--- src/rtl/fifo_sync_rf_if.sv ---
// Push/pop handshake, read data and status bundle for fifo_sync_rf.
interface fifo_sync_rf_if #(
    parameter int DATA_W = 32,
    parameter int ADDR_W = 5
);
    logic              push;
    logic [DATA_W-1:0] wd;
    logic              pop;
    logic [DATA_W-1:0] rd;
    logic              rd_valid;
    logic              full;
    logic              empty;
    logic              almost_full;
    logic              almost_empty;
    logic [ADDR_W:0]   count;
    logic              overflow;
    logic              underflow;

    modport master (
        output push, wd, pop,
        input  rd, rd_valid, full, empty, almost_full, almost_empty,
               count, overflow, underflow
    );

    modport slave (
        input  push, wd, pop,
        output rd, rd_valid, full, empty, almost_full, almost_empty,
               count, overflow, underflow
    );
endinterface

--- src/rtl/fifo_sync_rf.sv ---
// Single-clock register-array FIFO with occupancy and sticky error flags.
// Latency: accepted pop presents data on rd with rd_valid one cycle later; no write-to-read bypass.
// Backpressure: push refused while full unless a pop is accepted the same cycle; pop refused while empty.
module fifo_sync_rf #(
    parameter int DATA_W = 32,
    parameter int ADDR_W = 5,
    parameter int AF_LVL = 28,
    parameter int AE_LVL = 4
) (
    input logic           clk,
    input logic           rst_n,
    fifo_sync_rf_if.slave f
);
    localparam int              DEPTH    = 2 ** ADDR_W;
    localparam logic [ADDR_W:0] FULL_CNT = (ADDR_W + 1)'(DEPTH);
    localparam logic [ADDR_W:0] AF_CNT   = (ADDR_W + 1)'(AF_LVL);
    localparam logic [ADDR_W:0] AE_CNT   = (ADDR_W + 1)'(AE_LVL);

    logic [DATA_W-1:0] mem [DEPTH];
    logic [ADDR_W-1:0] wr_ptr;
    logic [ADDR_W-1:0] rd_ptr;
    logic [ADDR_W:0]   cnt;
    logic [DATA_W-1:0] rd_q;
    logic              rd_valid_q;
    logic              overflow_q;
    logic              underflow_q;
    logic              full_w;
    logic              empty_w;
    logic              push_ok;
    logic              pop_ok;

    assign full_w  = (cnt == FULL_CNT);
    assign empty_w = (cnt == '0);
    assign pop_ok  = f.pop & ~empty_w;
    // A pop frees the slot this cycle, so a full FIFO still takes a simultaneous push.
    assign push_ok = f.push & (~full_w | pop_ok);

    // Store is intentionally not reset; pointers guarantee only post-reset data is read.
    always_ff @(posedge clk) begin
        if (rst_n && push_ok) begin
            mem[wr_ptr] <= f.wd;
        end
    end

    always_ff @(posedge clk) begin
        if (!rst_n) begin
            wr_ptr      <= '0;
            rd_ptr      <= '0;
            cnt         <= '0;
            rd_q        <= '0;
            rd_valid_q  <= 1'b0;
            overflow_q  <= 1'b0;
            underflow_q <= 1'b0;
        end else begin
            if (push_ok) begin
                wr_ptr <= wr_ptr + 1'b1;
            end
            if (pop_ok) begin
                rd_q   <= mem[rd_ptr];
                rd_ptr <= rd_ptr + 1'b1;
            end
            rd_valid_q <= pop_ok;
            case ({push_ok, pop_ok})
                2'b10:   cnt <= cnt + 1'b1;
                2'b01:   cnt <= cnt - 1'b1;
                default: cnt <= cnt;
            endcase
            if (f.push && full_w && !f.pop) begin
                overflow_q <= 1'b1;
            end
            if (f.pop && empty_w) begin
                underflow_q <= 1'b1;
            end
        end
    end

    assign f.rd           = rd_q;
    assign f.rd_valid     = rd_valid_q;
    assign f.count        = cnt;
    assign f.full         = full_w;
    assign f.empty        = empty_w;
    assign f.almost_full  = (cnt >= AF_CNT);
    assign f.almost_empty = (cnt <= AE_CNT);
    assign f.overflow     = overflow_q;
    assign f.underflow    = underflow_q;
endmodule

--- src/flat_wrapper.sv ---
// flat-port wrapper written by rule: the top's interface ports become plain ports
module fifo_sync_rf_flat 
#(
    parameter int DATA_W = 32,
    parameter int ADDR_W = 5,
    parameter int AF_LVL = 28,
    parameter int AE_LVL = 4
)
  (clk, rst_n, f_push, f_wd, f_pop, f_rd, f_rd_valid, f_full, f_empty, f_almost_full, f_almost_empty, f_count, f_overflow, f_underflow);
  fifo_sync_rf_if #(.DATA_W(DATA_W), .ADDR_W(ADDR_W)) f_i ();
  input logic clk;
  input logic rst_n;
  input wire logic [$bits(f_i.push)-1:0] f_push;
  input wire logic [$bits(f_i.wd)-1:0] f_wd;
  input wire logic [$bits(f_i.pop)-1:0] f_pop;
  output wire logic [$bits(f_i.rd)-1:0] f_rd;
  output wire logic [$bits(f_i.rd_valid)-1:0] f_rd_valid;
  output wire logic [$bits(f_i.full)-1:0] f_full;
  output wire logic [$bits(f_i.empty)-1:0] f_empty;
  output wire logic [$bits(f_i.almost_full)-1:0] f_almost_full;
  output wire logic [$bits(f_i.almost_empty)-1:0] f_almost_empty;
  output wire logic [$bits(f_i.count)-1:0] f_count;
  output wire logic [$bits(f_i.overflow)-1:0] f_overflow;
  output wire logic [$bits(f_i.underflow)-1:0] f_underflow;
  assign f_i.push = f_push;
  assign f_i.wd = f_wd;
  assign f_i.pop = f_pop;
  assign f_rd = f_i.rd;
  assign f_rd_valid = f_i.rd_valid;
  assign f_full = f_i.full;
  assign f_empty = f_i.empty;
  assign f_almost_full = f_i.almost_full;
  assign f_almost_empty = f_i.almost_empty;
  assign f_count = f_i.count;
  assign f_overflow = f_i.overflow;
  assign f_underflow = f_i.underflow;
  fifo_sync_rf #(.DATA_W(DATA_W), .ADDR_W(ADDR_W), .AF_LVL(AF_LVL), .AE_LVL(AE_LVL)) u_core (.clk(clk), .rst_n(rst_n), .f(f_i));
endmodule
--- config.mk ---
export PLATFORM = sky130hd
export DESIGN_NAME = fifo_sync_rf_flat
export DESIGN_NICKNAME = d
export VERILOG_FILES = /design/src/rtl/fifo_sync_rf_if.sv /design/src/rtl/fifo_sync_rf.sv /design/src/flat_wrapper.sv
export SDC_FILE = /design/constraint.sdc
export NUM_CORES = 1
export LEC_CHECK = 0
export CAP_MARGIN = 25
export CORE_MARGIN = 2
export CORE_UTILIZATION = 56
export DETAILED_ROUTE_END_ITERATION = 8
export GPL_TIMING_DRIVEN = 0
export PLACE_DENSITY = 0.76
export SETUP_SLACK_MARGIN = 0.02
export SLEW_MARGIN = 10
export SYNTH_ARGS = -nofsm -noshare
export SYNTH_HDL_FRONTEND = slang
export SYNTH_SLANG_ARGS = --single-unit
--- constraint.sdc ---
create_clock -name clk -period 3.1 [get_ports clk]
set_clock_uncertainty 0.15 [all_clocks]
set_input_delay 0.465 -clock clk [delete_from_list [all_inputs] [get_ports clk]]
set_output_delay 0.465 -clock clk [all_outputs]
set_load 0.02 [all_outputs]
* Word level (Yosys, flattened, before mapping)
Memory sizes are Yosys's and may differ from the RTL's. A register that Yosys moved wholly into a read port is not among the register bits. Cells that the tools add are included.
Storage, ports and cells: register bits 19, bits in latches 0, RAM bits 1024, bits in read-only memories 0, bits of input ports 36, output and inout port bits 45, logic and storage cells 32, memories kept 1
Operators by class: add/sub/neg operators 4, multipliers 0, divide/modulo/power cells 0, order comparisons 2, equality and inequality tests 3, shift-type cells 0, multiplexer cells 3, bitwise logic cells 5, reduce and logical (&&, ||, !) cells 8
Memories:
- u_core.mem | depth 32, width 32, read ports 1, clocked after memory_dff 1, write ports 1, RTL line fifo_sync_rf.sv:19 | logic [DATA_W-1:0] mem [DEPTH];
Operators by type and width (count):
- $pmux 6 s2 | 1
- $add 5x1->5 const B | 2
- $add 6x1->6 const B | 1
- $eq 6x6->1 const B | 1
- $ge 6x5->1 const B | 1
- $le 6x3->1 const B | 1
- $logic_not 6->1 | 1
- $sub 6x1->6 const B | 1
- $logic_and 1x1->1 | 4
- $and 1x1->1 | 2
- $eq 2x1->1 const B | 1
- $eq 2x2->1 const B | 1
- $logic_not 1->1 | 2
- $mux 1 | 2
- $not 1->1 | 2
- $reduce_bool 2->1 | 1
- $or 1x1->1 | 1

* Depth between registers and ports, before layout
Gate-level depths: netlist (run 1).
word-level depth 8, mapped depth 11, mapped depth without buffers 10

* Worst setup path before layout (run 1)
No wires, ideal clock.
path type register to register, from register u_core.cnt[2], in the netlist u_core.f.count[2], to memory u_core.mem[31][0], enable pin, library setup time 0.421 ns, arrival time 2.781 ns, required time 2.529 ns, slack -0.252 ns, cell stages (with the launch flop) 6, path buffers 1, clock period less this slack 3.352 ns, path through dfxtp_1 > clkbuf_1 > o41ai_4 > nor2_2 > nand2_4 > nor2_1
Between the ends: word-level cells in the longest chain between the ends 8, elaborated cells on any way between the ends 10, classes of those cells eq/ne (1); mux (2); bitwise (5); reduce/logical (2)
Ends and longest elaborated chain:
- start, declared | RTL line fifo_sync_rf.sv:22 | logic [ADDR_W:0] cnt;
- start signal, assigned | RTL line fifo_sync_rf.sv:64 | 2'b10: cnt <= cnt + 1'b1;
- start signal, assigned | RTL line fifo_sync_rf.sv:65 | 2'b01: cnt <= cnt - 1'b1;
- start signal, assigned | RTL line fifo_sync_rf.sv:66 | default: cnt <= cnt;
- $logic_not 6->1 | RTL line fifo_sync_rf.sv:33 | assign empty_w = (cnt == '0);
- $not 1->1 | RTL line fifo_sync_rf.sv:34 | assign pop_ok = f.pop & ~empty_w;
- $and 1x1->1 | RTL line fifo_sync_rf.sv:34
- $or 1x1->1 (*) | RTL line fifo_sync_rf.sv:36 | assign push_ok = f.push & (~full_w | pop_ok);
- $and 1x1->1 (*) | RTL line fifo_sync_rf.sv:36
- $logic_and 1x1->1 (*) | RTL line fifo_sync_rf.sv:40 | if (rst_n && push_ok) begin
- $mux 1 (*) | RTL line fifo_sync_rf.sv:40
- $mux 1 (not written as such) (*) | RTL line fifo_sync_rf.sv:41 | mem[wr_ptr] <= f.wd;
- end, declared | RTL line fifo_sync_rf.sv:19
Every way passes the cells marked *; elsewhere a longest branch is shown, timed or not.

==> run summary, run 1 <==
======================================================================================
Result of the run                                                            completed
Net switching share of the total power                                           25.0%
Antenna Violating Nets Remaining                                                     0
Library cell with the largest summed area after synthesis                 sky130_fd_sc_hd__edfxtp_1
Category of the worst setup path launch point                                 register
Primary FF master, synth                                                  sky130_fd_sc_hd__edfxtp_1
Critical R2R Capture                                                      u_core.f.rd[23]
Total die area                                                               75000 um2
Length of routed met2 wiring                                                  49900 um
Num ports                                                                           81
Seq pwr share                                                                    47.8%
Grt ovf                                                                              0
Static Leak                                                                    15.0 nW
Final setup violation count                                                          0
Drc violations                                                                       0
Number of nets in the layout                                                      2239
Via count normalized by instance count                                            6.55
Cts-stage hold buffer count                                                          0
Number of sinks handled by clock tree synthesis                                   1075
Cells traversed along the worst timing path                               buf_2 -> nand3_1 -> clkbuf_1 -> o22ai_1 -> a211oi_1 -> nand2_1 -> a32o_1
Dpl hpwl                                                                      62900 um
Peak fanout along the critical path                                                 10
Transition time at the pin with the least slew margin                          1.07 ns
Highest layer used for signal routing                                             met4
Hold path startpoint                                                           f_wd[7]
Worst r2r src                                                             u_core.rd_ptr[1]
Largest net degree at the start of global routing                                   33
Synthesis-stage register bit count                                                1075
Final Hold Vio Count                                                                 0
Antenna violations before repair                                                     1
Post-Route WL                                                                 99200 um
Placed inst area                                                             44000 um2
CP endpoint kind                                                              register
Worst setup path category                                                 register to register
Cell with the biggest individual delay on the critical path               sky130_fd_sc_hd__clkbuf_1
Switching Power                                                                8.61 mW
Die W                                                                           274 um
Data required time of the worst path                                           3.50 ns
Clk slew on worst S/H paths                                                    0.07 ns
Dpl ws                                                                       -0.305 ns
Upper clock frequency limit                                                  0.330 GHz
Final standard cell area without fillers                                     47800 um2
Worst hold-check path type                                                primary input to register
Worst-case clock buffer depth                                                        3
Iter 0 DRT Violations                                                             2623
GP Congestion                                                                    0.811
First-pass GRT wire length                                                   144000 um
Dpl cells                                                                         3014
Fraction of the yosys area taken by sequential cells                             77.9%
Power per cell area                                                         720 nW/um2
Clock period minus worst slack                                                 3.03 ns
Worst Slack Setup Final                                                      0.0713 ns
Number of flops mapped to enable cells by yosys                                   1024
Via count                                                                        21.1k
Vert. Die Dim                                                                   274 um
Sum of negative setup slack                                                       0 ns
Count leader, synth                                                       sky130_fd_sc_hd__edfxtp_1
CTS tree                                                                         built
Synthesized net count                                                             1989
Per-instance average area after synthesis                                     21.0 um2
WP data arrival                                                                3.42 ns
Per-cell routed wire length                                                    30.7 um
Share of power burned in combinational logic                                     16.5%
Startpoint of the most critical setup path                                u_core.rd_ptr[1]
Hold slack final                                                              0.223 ns
Share of total power in the clock network                                        35.6%
H-tree Lvls                                                                          3
Count of non-filler cells in the finished layout                                  3227
Final Slew Violations                                                                0
Clock root buffer master                                                  sky130_fd_sc_hd__clkbuf_16
Maximum ir drop on the vdd rail                                                 412 uV
Period utilisation layout                                                        97.7%
Cell area after synthesis                                                    40800 um2
Synth-to-layout area growth                                                      17.1%
Post-synth top area share                                                        75.4%
Initial Utilization                                                              56.8%
Number of distinct standard cells referenced by the synthesized netlist             52
Fraction of registers with async set or reset after synthesis                       0%
Post-layout total power                                                        34.4 mW
IO Port Bufs                                                                        80
First-pass iteration count of the detailed router                                    5
Worst-case register-to-register setup slack                                    0.07 ns
RSZ-0062 raised after global routing                                              true
Total CTS buffers                                                                   99
Cell Int Power                                                                 25.8 mW
Count of cells along the worst hold path                                             1
Core Box Area                                                                71900 um2
Hold Path Sink                                                            u_core.mem[28][7]
Worst path max stage delay                                                     0.69 ns
Fraction of layout cells with a size suffix above 1                              22.8%
Synth warn                                                                           0
Clock Latency Late Sink                                                        0.67 ns
Vias in the first global route                                                   21.6k
FP Rows                                                                             98
Total global routing track utilization                                           26.8%
Met1 routed wirelength after detailed routing                                 35900 um
Count of maximum capacitance violations                                              0
Mapped Cells                                                                      1942
Utilization after layout                                                         66.5%
Relative slew slack                                                              28.3%
Top area cells in the synthesized netlist                                 sky130_fd_sc_hd__edfxtp_1 75%, sky130_fd_sc_hd__mux4_2 11%, sky130_fd_sc_hd__mux2i_1 3.2%, sky130_fd_sc_hd__dfxtp_1 2.5%, sky130_fd_sc_hd__a22oi_1 1.2%
Top cell types by occurrence after synthesis                              1024 x sky130_fd_sc_hd__edfxtp_1, 193 x sky130_fd_sc_hd__mux4_2, 130 x sky130_fd_sc_hd__mux2i_1, 72 x sky130_fd_sc_hd__nand2_1, 64 x sky130_fd_sc_hd__a22oi_1
Worst reg-to-reg path cell count                                                     7
Routed wire length on met3                                                     9610 um
======================================================================================
[worst max-delay path by stage]
stage / end / cells after the start
after CTS: u_core.f.count[4] / 10
after global placement: u_core.mem[27][16] / 5
after global routing: u_core.mem[23][15] / 7
final: u_core.f.rd[23] / 7
after detailed placement: u_core.mem[7][9] / 6
after floorplan: u_core.mem[31][0] / 5
[critical path: cells and delay by family, from the launching register on]
| kind | cells | cell delay (ns) |
|---|---|---|
| flops | 1 | 0.32 |
| simple gates | 2 | 0.71 |
| buf+inv | 2 | 0.90 |
| compound gates | 3 | 0.84 |
[flip-flops by register name, summed over array words and instances (netlist names)]
name                flops
u_core.f.rd            32
u_core.mem           1024
u_core.f.underflow      1
u_core.f.overflow       1
u_core.f.count          6
u_core.rd_ptr           5
u_core.f.rd_valid       1
u_core.wr_ptr           5
[layout make-up]
type | instances | area (um2)
flip-flops and latches | 1075 | 31800
fillers | 4382 | 24100
multi-input cells | 744 | 8680
clock buffers | 132 | 2730
repair buffers | 150 | 2220
well taps | 950 | 1190
plain buffers | 112 | 593
clock inverters | 53 | 554
inverters | 10 | 37.5
diodes | 1 | 2.50
[cell usage in the layout, fill, tap and decap left out, types with 4 or more instances in the layout]
master	n
sky130_fd_sc_hd__buf_2	28
sky130_fd_sc_hd__buf_6	12
sky130_fd_sc_hd__a32o_1	32
sky130_fd_sc_hd__buf_16	26
sky130_fd_sc_hd__mux4_2	193
sky130_fd_sc_hd__ha_1	9
sky130_fd_sc_hd__buf_1	6
sky130_fd_sc_hd__a21oi_1	36
sky130_fd_sc_hd__nand2_1	72
sky130_fd_sc_hd__mux2i_1	130
sky130_fd_sc_hd__nor2_1	18
sky130_fd_sc_hd__dfxtp_1	50
sky130_fd_sc_hd__a211oi_1	31
sky130_fd_sc_hd__clkbuf_2	12
sky130_fd_sc_hd__o221ai_1	32
sky130_fd_sc_hd__clkinv_2	23
sky130_fd_sc_hd__nor2b_1	4
sky130_fd_sc_hd__inv_1	9
sky130_fd_sc_hd__buf_12	13
sky130_fd_sc_hd__clkbuf_16	104
sky130_fd_sc_hd__nor2_4	33
sky130_fd_sc_hd__o22ai_1	31
sky130_fd_sc_hd__a22oi_1	63
sky130_fd_sc_hd__xor2_1	5
sky130_fd_sc_hd__clkbuf_1	72
sky130_fd_sc_hd__edfxtp_1	1024
sky130_fd_sc_hd__nand3_1	5
sky130_fd_sc_hd__buf_8	29
sky130_fd_sc_hd__buf_4	8
sky130_fd_sc_hd__nand2_4	4
sky130_fd_sc_hd__clkinv_1	13
sky130_fd_sc_hd__clkdlybuf4s50_1	77
sky130_fd_sc_hd__bufinv_16	10
sky130_fd_sc_hd__nor3_1	6
[power by group through the flow]
stage	sequential, mW	clock [mW]	combinational, mW
final	16.5	12.3	5.69
after global routing	16.5	12.9	6.02
after CTS	16.5	12.3	5.61
after detailed placement	16.8	0	5.53
after global placement	16.8	0	5.32
after floorplan	16.9	0	3.39
[kinds of logic after synthesis]
kind of cell             after synthesis  share of synthesized area [%]
AND/OR/NAND/NOR                      161                           1.82
multiplexers                         323                           13.8
AO/OA/AOI/OAI                        241                           4.44
flip-flops                          1075                           77.9
adder cells (fa/ha/maj)               11                          0.356
buffers and inverters                123                           1.49
XOR/XNOR                               8                          0.172
[repair_timing]
item	CTS	global route
setup endpoints to repair	16	50
resized for setup	11	17
setup buffers	1	0
pin swaps	2	4
[metal layers]
metal	vias up	global-route usage [%]
met5	-	0
met4	0	11.3
met3	231	5.60
met2	1252	44.4
met1	11000	35.1
li1	8642	-
Note: power is estimated with default switching activity, not from simulation.
==> run 2, diff against run 1 <==
- CAP_MARGIN: 25 -> 20
==> run 2 against run 1 <==
Hold slack about the same. Register-to-register slack got worse by 0.03 ns. Maximum frequency decreased by 0.95%. Critical path depth increased by 3. Sequential share of layout area increased by 0.11 points. Total power increased by 0.47%. Die area unchanged. Clock power about the same. Final area decreased by 0.17%. Via count decreased by 0.25%.
==> run summary, run 2 (same netlist as run 1, synthesis figures left out) <==
==========================================================================
Antenna violations before repair                                         0
Grt ovf                                                                  0
Largest net degree at the start of global routing                       33
Result of the run                                                completed
Vias in the first global route                                       21.6k
RSZ-0062 raised after global routing                                  true
Power per cell area                                             725 nW/um2
Total die area                                                   75000 um2
Initial Utilization                                                  56.8%
Dpl hpwl                                                          62100 um
Cell Int Power                                                     26.0 mW
Iter 0 DRT Violations                                                 2706
Upper clock frequency limit                                      0.327 GHz
Commonest non-fill, non-tap cell in the layout                sky130_fd_sc_hd__edfxtp_1
Period utilisation layout                                            98.6%
Peak fanout along the critical path                                      7
Drc violations                                                           0
Final Slew Violations                                                    0
CP delay by family, top                                       simple AND/OR/NAND/NOR gates
GP Congestion                                                        0.811
Seq pwr share                                                        47.6%
Worst hold-check path type                                    primary input to register
Total global routing track utilization                               26.5%
Most frequent cell on the critical path                       sky130_fd_sc_hd__o21a_1
Cells traversed along the worst timing path                   or4_4 -> o31a_1 -> buf_4 -> ha_4 -> ha_1 -> nor2b_1 -> o21a_1 -> o21a_1 -> o31ai_1 -> and2_1
Sum of negative setup slack                                           0 ns
Num ports                                                               81
Share of total power in the clock network                            36.1%
Count of maximum capacitance violations                                  0
Via count normalized by instance count                                6.55
FP Rows                                                                 98
WP data arrival                                                    3.51 ns
Post-Route WL                                                     98300 um
Routed wire length on met3                                         8870 um
Worst-case clock buffer depth                                            3
Worst setup path category                                     register to register
H-tree Lvls                                                              3
Core Box Area                                                    71900 um2
Worst Path Buf+Inv                                                       1
Switching Power                                                    8.59 mW
Vert. Die Dim                                                       274 um
Share of power burned in combinational logic                         16.3%
First-pass iteration count of the detailed router                        6
Via count                                                            21.1k
Most flop-heavy register                                        u_core.mem
Final setup violation count                                              0
Total CTS buffers                                                      100
Relative slew slack                                                  23.2%
Cell with the biggest individual delay on the critical path   sky130_fd_sc_hd__or4_4
Area of combinational cells with multiple inputs                  8690 um2
Length of routed met2 wiring                                      49600 um
Met1 routed wirelength after detailed routing                     36100 um
Dpl ws                                                           -0.305 ns
Worst Slack Setup Final                                          0.0424 ns
Die W                                                               274 um
Placed inst area                                                 43900 um2
Clock root buffer master                                      sky130_fd_sc_hd__clkbuf_16
CTS tree                                                             built
Per-cell routed wire length                                        30.5 um
Clock period minus worst slack                                     3.06 ns
Clk slew on worst S/H paths                                        0.07 ns
Final Hold Vio Count                                                     0
Static Leak                                                        14.9 nW
Number of nets in the layout                                          2234
Fraction of layout cells with a size suffix above 1                  22.7%
Area of all sequential standard cells                            31800 um2
Category of the worst setup path launch point                     register
Net switching share of the total power                               24.9%
CP endpoint kind                                                  register
Worst path max stage delay                                         0.61 ns
Clock Latency Late Sink                                            0.67 ns
Final standard cell area without fillers                         47700 um2
Maximum ir drop on the vdd rail                                     451 uV
Transition time at the pin with the least slew margin              1.15 ns
Synth-to-layout area growth                                          16.9%
IO Port Bufs                                                            80
Number of sinks handled by clock tree synthesis                       1075
Filler cells                                                          4385
Most frequent cells in the layout                             1024 x sky130_fd_sc_hd__edfxtp_1, 193 x sky130_fd_sc_hd__mux4_2, 130 x sky130_fd_sc_hd__mux2i_1
Number of flip-flops in the largest register                          1024
Data required time of the worst path                               3.55 ns
First-pass GRT wire length                                       142000 um
Antenna Violating Nets Remaining                                         0
Highest layer used for signal routing                                 met4
==========================================================================
[run 2: cell types whose count changed in the layout (fill, tap and decap cells not counted), moves of 3 or more]
cell / delta
sky130_fd_sc_hd__buf_2: +4
sky130_fd_sc_hd__buf_8: -5
sky130_fd_sc_hd__clkbuf_1: -9
sky130_fd_sc_hd__clkbuf_8: +7
sky130_fd_sc_hd__clkdlybuf4s50_1: -5
sky130_fd_sc_hd__clkinv_1: +10
sky130_fd_sc_hd__clkinv_2: -10
sky130_fd_sc_hd__inv_6: +3
[run 2: cell type report]
cell class / instances / share of cell area (%)
clock inverters: 55 / 1.24
repair buffers: 143 / 4.34
plain buffers: 112 / 1.27
multi-input cells: 745 / 18.2
clock buffers: 129 / 5.75
well taps: 950 / 2.49
flip-flops and latches: 1075 / 66.6
inverters: 10 / 0.0787
diodes: 1 / 0.00525
[run 2: final timing paths]
kind                            from                  to  slack [ns]  depth (start not counted)
hold reg to reg   u_core.f.underflow  u_core.f.underflow        0.33                          2
setup reg to reg   u_core.f.count[4]   u_core.f.count[4]        0.04                         10
setup / recovery   u_core.f.count[4]   u_core.f.count[4]        0.04                         10
hold / removal              f_wd[22]  u_core.mem[13][22]        0.22                          1
[run 2: stage by stage]
step | hold slack (ns) | instances | power, mW | util [%]
after detailed placement | 0.322 | 3009 | 22.3 | 61.1
final | 0.223 | 3220 | 34.6 | 66.4
after floorplan | 0.390 | 1942 | 20.3 | -
after CTS | 0.337 | 3194 | 34.6 | 65.8
after global routing | 0.221 | 3219 | 35.5 | 66.4
after global placement | 0.300 | 2972 | 22.1 | 59.6
[run 2: power groups by stage]
stage	clock network (mW)	logic [mW]	registers (mW)
2_1_floorplan	0	3.39	16.9
3_3_place_gp	0	5.32	16.8
3_5_place_dp	0	5.49	16.8
4_1_cts	12.6	5.54	16.5
5_1_grt	13.1	5.95	16.5
6_report	12.5	5.63	16.5
[run 2: metal layers]
metal | vias to the layer above | global-route usage (%)
li1 | 8624 | -
met1 | 11000 | 35.2
met2 | 1259 | 43.6
met3 | 222 | 4.90
met4 | 0 | 10.9
met5 | - | 0
[run 2: what timing repair did]
action / in CTS / in global routing
hold buffers: 0 / 0
pin swaps: 2 / 4
gates resized for setup: 13 / 23
endpoints found under the setup margin: 23 / 43
setup buffers: 1 / 0
gates cloned: 0 / 1
==> run 3, diff against run 2 <==
- CORE_UTILIZATION: 56 -> 45
- PLACE_DENSITY: 0.76 -> not set
- SLEW_MARGIN: 10 -> 15
==> run 3 against run 2 <==
Sequential power hardly changed. Worst setup slack better by 0.035 ns. Register-to-register slack gained 0.03 ns. Core utilization decreased by 13 points. Critical path depth unchanged. Routed wire length rose by 3.6%. Largest cell class unchanged. Critical path type unchanged. Count of clock-buffer cells in the layout increased by 10. Hold slack lost 0.038 ns. Clock power is essentially flat.
==> run summary, run 3 (same netlist as run 1, synthesis figures left out) <==
====================================================================
Dpl hpwl                                                    67800 um
N_diodes                                                           0
Relative slew slack                                            26.2%
Clock Latency Late Sink                                      0.67 ns
Number of nets in the layout                                    2219
Vias in the first global route                                 20.9k
Worst hold-check path type                              primary input to register
Power per cell area                                       730 nW/um2
Number of flip-flops in the largest register                    1024
Hold slack final                                            0.185 ns
IO Port Bufs                                                      80
Final Slew Violations                                              0
Net switching share of the total power                         25.3%
Data required time of the worst path                         3.56 ns
Per-cell routed wire length                                  29.7 um
Post-layout total power                                      34.7 mW
Post-Route WL                                              102000 um
CP endpoint kind                                            register
Drc violations                                                     0
Iter 0 DRT Violations                                           1969
Result of the run                                          completed
Upper clock frequency limit                                0.331 GHz
Share of power burned in combinational logic                   16.3%
Final setup violation count                                        0
First-pass iteration count of the detailed router                  5
Total global routing track utilization                         21.9%
Initial Utilization                                            45.4%
First-pass GRT wire length                                 146000 um
Clock period minus worst slack                               3.02 ns
Share of total power in the clock network                      36.2%
Seq pwr share                                                  47.4%
Clock root buffer master                                sky130_fd_sc_hd__clkbuf_16
Largest net degree at the start of global routing                 33
Number of sinks handled by clock tree synthesis                 1075
Period utilisation layout                                      97.5%
Worst setup path category                               register to register
Vert. Die Dim                                                 305 um
Transition time at the pin with the least slew margin        1.10 ns
Count of maximum capacitance violations                            0
Grt ovf                                                            0
Static Leak                                                  14.8 nW
Peak fanout along the critical path                                7
Antenna violations before repair                                   1
Synth-to-layout area growth                                    16.6%
Total die area                                             93100 um2
WP data arrival                                              3.48 ns
Die W                                                         305 um
Fraction of layout cells with a size suffix above 1            23.1%
Antenna Violating Nets Remaining                                   0
Most frequent cells in the layout                       1024 x sky130_fd_sc_hd__edfxtp_1, 193 x sky130_fd_sc_hd__mux4_2, 130 x sky130_fd_sc_hd__mux2i_1
Sum of negative setup slack                                     0 ns
Core Box Area                                              89900 um2
Num ports                                                         81
GP Congestion                                                  0.813
Worst-case clock buffer depth                                      3
Cell Int Power                                               26.0 mW
Category of the worst setup path launch point               register
H-tree Lvls                                                        3
Final Hold Vio Count                                               0
Maximum ir drop on the vdd rail                               450 uV
RSZ-0062 raised after global routing                            true
FP Rows                                                          110
CTS tree                                                       built
Cts-stage hold buffer count                                        0
Via count                                                      20.3k
Total CTS buffers                                                104
Via count normalized by instance count                          5.91
Commonest non-fill, non-tap cell in the layout          sky130_fd_sc_hd__edfxtp_1
Clk slew on worst S/H paths                                  0.06 ns
Most flop-heavy register                                  u_core.mem
Switching Power                                              8.78 mW
====================================================================
## run 3: timing repair
action | 4_1_cts | 5_1_grt
setup endpoints to repair | 23 | 34
gates resized for setup | 13 | 35
pin swaps | 2 | 1
buffers inserted | 1 | 0
cloned | 0 | 0
## run 3: final cells by class
| class | instances | area (um2) |
|---|---|---|
| Fill cell | 6895 | 42300 |
| Sequential cell | 1075 | 31800 |
| Multi-Input combinational cell | 744 | 8690 |
| Clock buffer | 139 | 2870 |
| Timing Repair Buffer | 125 | 1610 |
| Tap cell | 1176 | 1470 |
| Buffer | 112 | 621 |
| Clock inverter | 50 | 513 |
| Inverter | 10 | 37.5 |
## run 3: power by group through the flow
stage / sequential, mW / combinational [mW] / clock [mW]
detailed placement: 16.8 / 5.68 / 0
global route: 16.5 / 6.05 / 13.3
floorplan: 16.9 / 3.39 / 0
global placement: 16.8 / 5.51 / 0
CTS: 16.5 / 5.69 / 12.7
finish: 16.5 / 5.68 / 12.6
## run 3: worst paths after layout
path | slack (ns) | cells after the start | end | startpoint
hold reg to reg | 0.33 | 2 | u_core.f.overflow | u_core.f.overflow
setup / recovery | 0.08 | 10 | u_core.f.count[4] | u_core.f.count[1]
setup reg to reg | 0.08 | 10 | u_core.f.count[4] | u_core.f.count[1]
hold / removal | 0.18 | 1 | u_core.mem[28][18] | f_wd[18]
## run 3: critical path, stage by stage (launching register included)
cell and delay, ns:
sky130_fd_sc_hd__dfxtp_1 0.37, sky130_fd_sc_hd__or4_4 0.58, sky130_fd_sc_hd__o31a_1 0.26, sky130_fd_sc_hd__buf_4 0.19
sky130_fd_sc_hd__ha_4 0.21, sky130_fd_sc_hd__ha_1 0.32, sky130_fd_sc_hd__nor2b_1 0.16, sky130_fd_sc_hd__o21a_1 0.19
sky130_fd_sc_hd__o21a_1 0.20, sky130_fd_sc_hd__o31ai_2 0.19, sky130_fd_sc_hd__and2_1 0.14
## run 3: per-stage QoR
step	instance area [um2]	utilization [%]	setup slack, ns	std cells
final	47600	52.9	0.0769	3431
after global routing	47600	52.9	-0.0155	3431
after CTS	47500	52.8	-0.0378	3423
after detailed placement	44000	49.0	-0.345	3233
after global placement	43100	47.9	-2.45	3198
after floorplan	40800	-	-0.252	1942
## run 3: metal layers
layer  share of wire [%]  GRT usage [%]  vias up
met4                 2.2           5.95        0
met3                 6.6           3.85      130
met1                  40           29.0    10900
li1                    -              -     8616
met2                  51           37.7      671
met5                   0              0        -
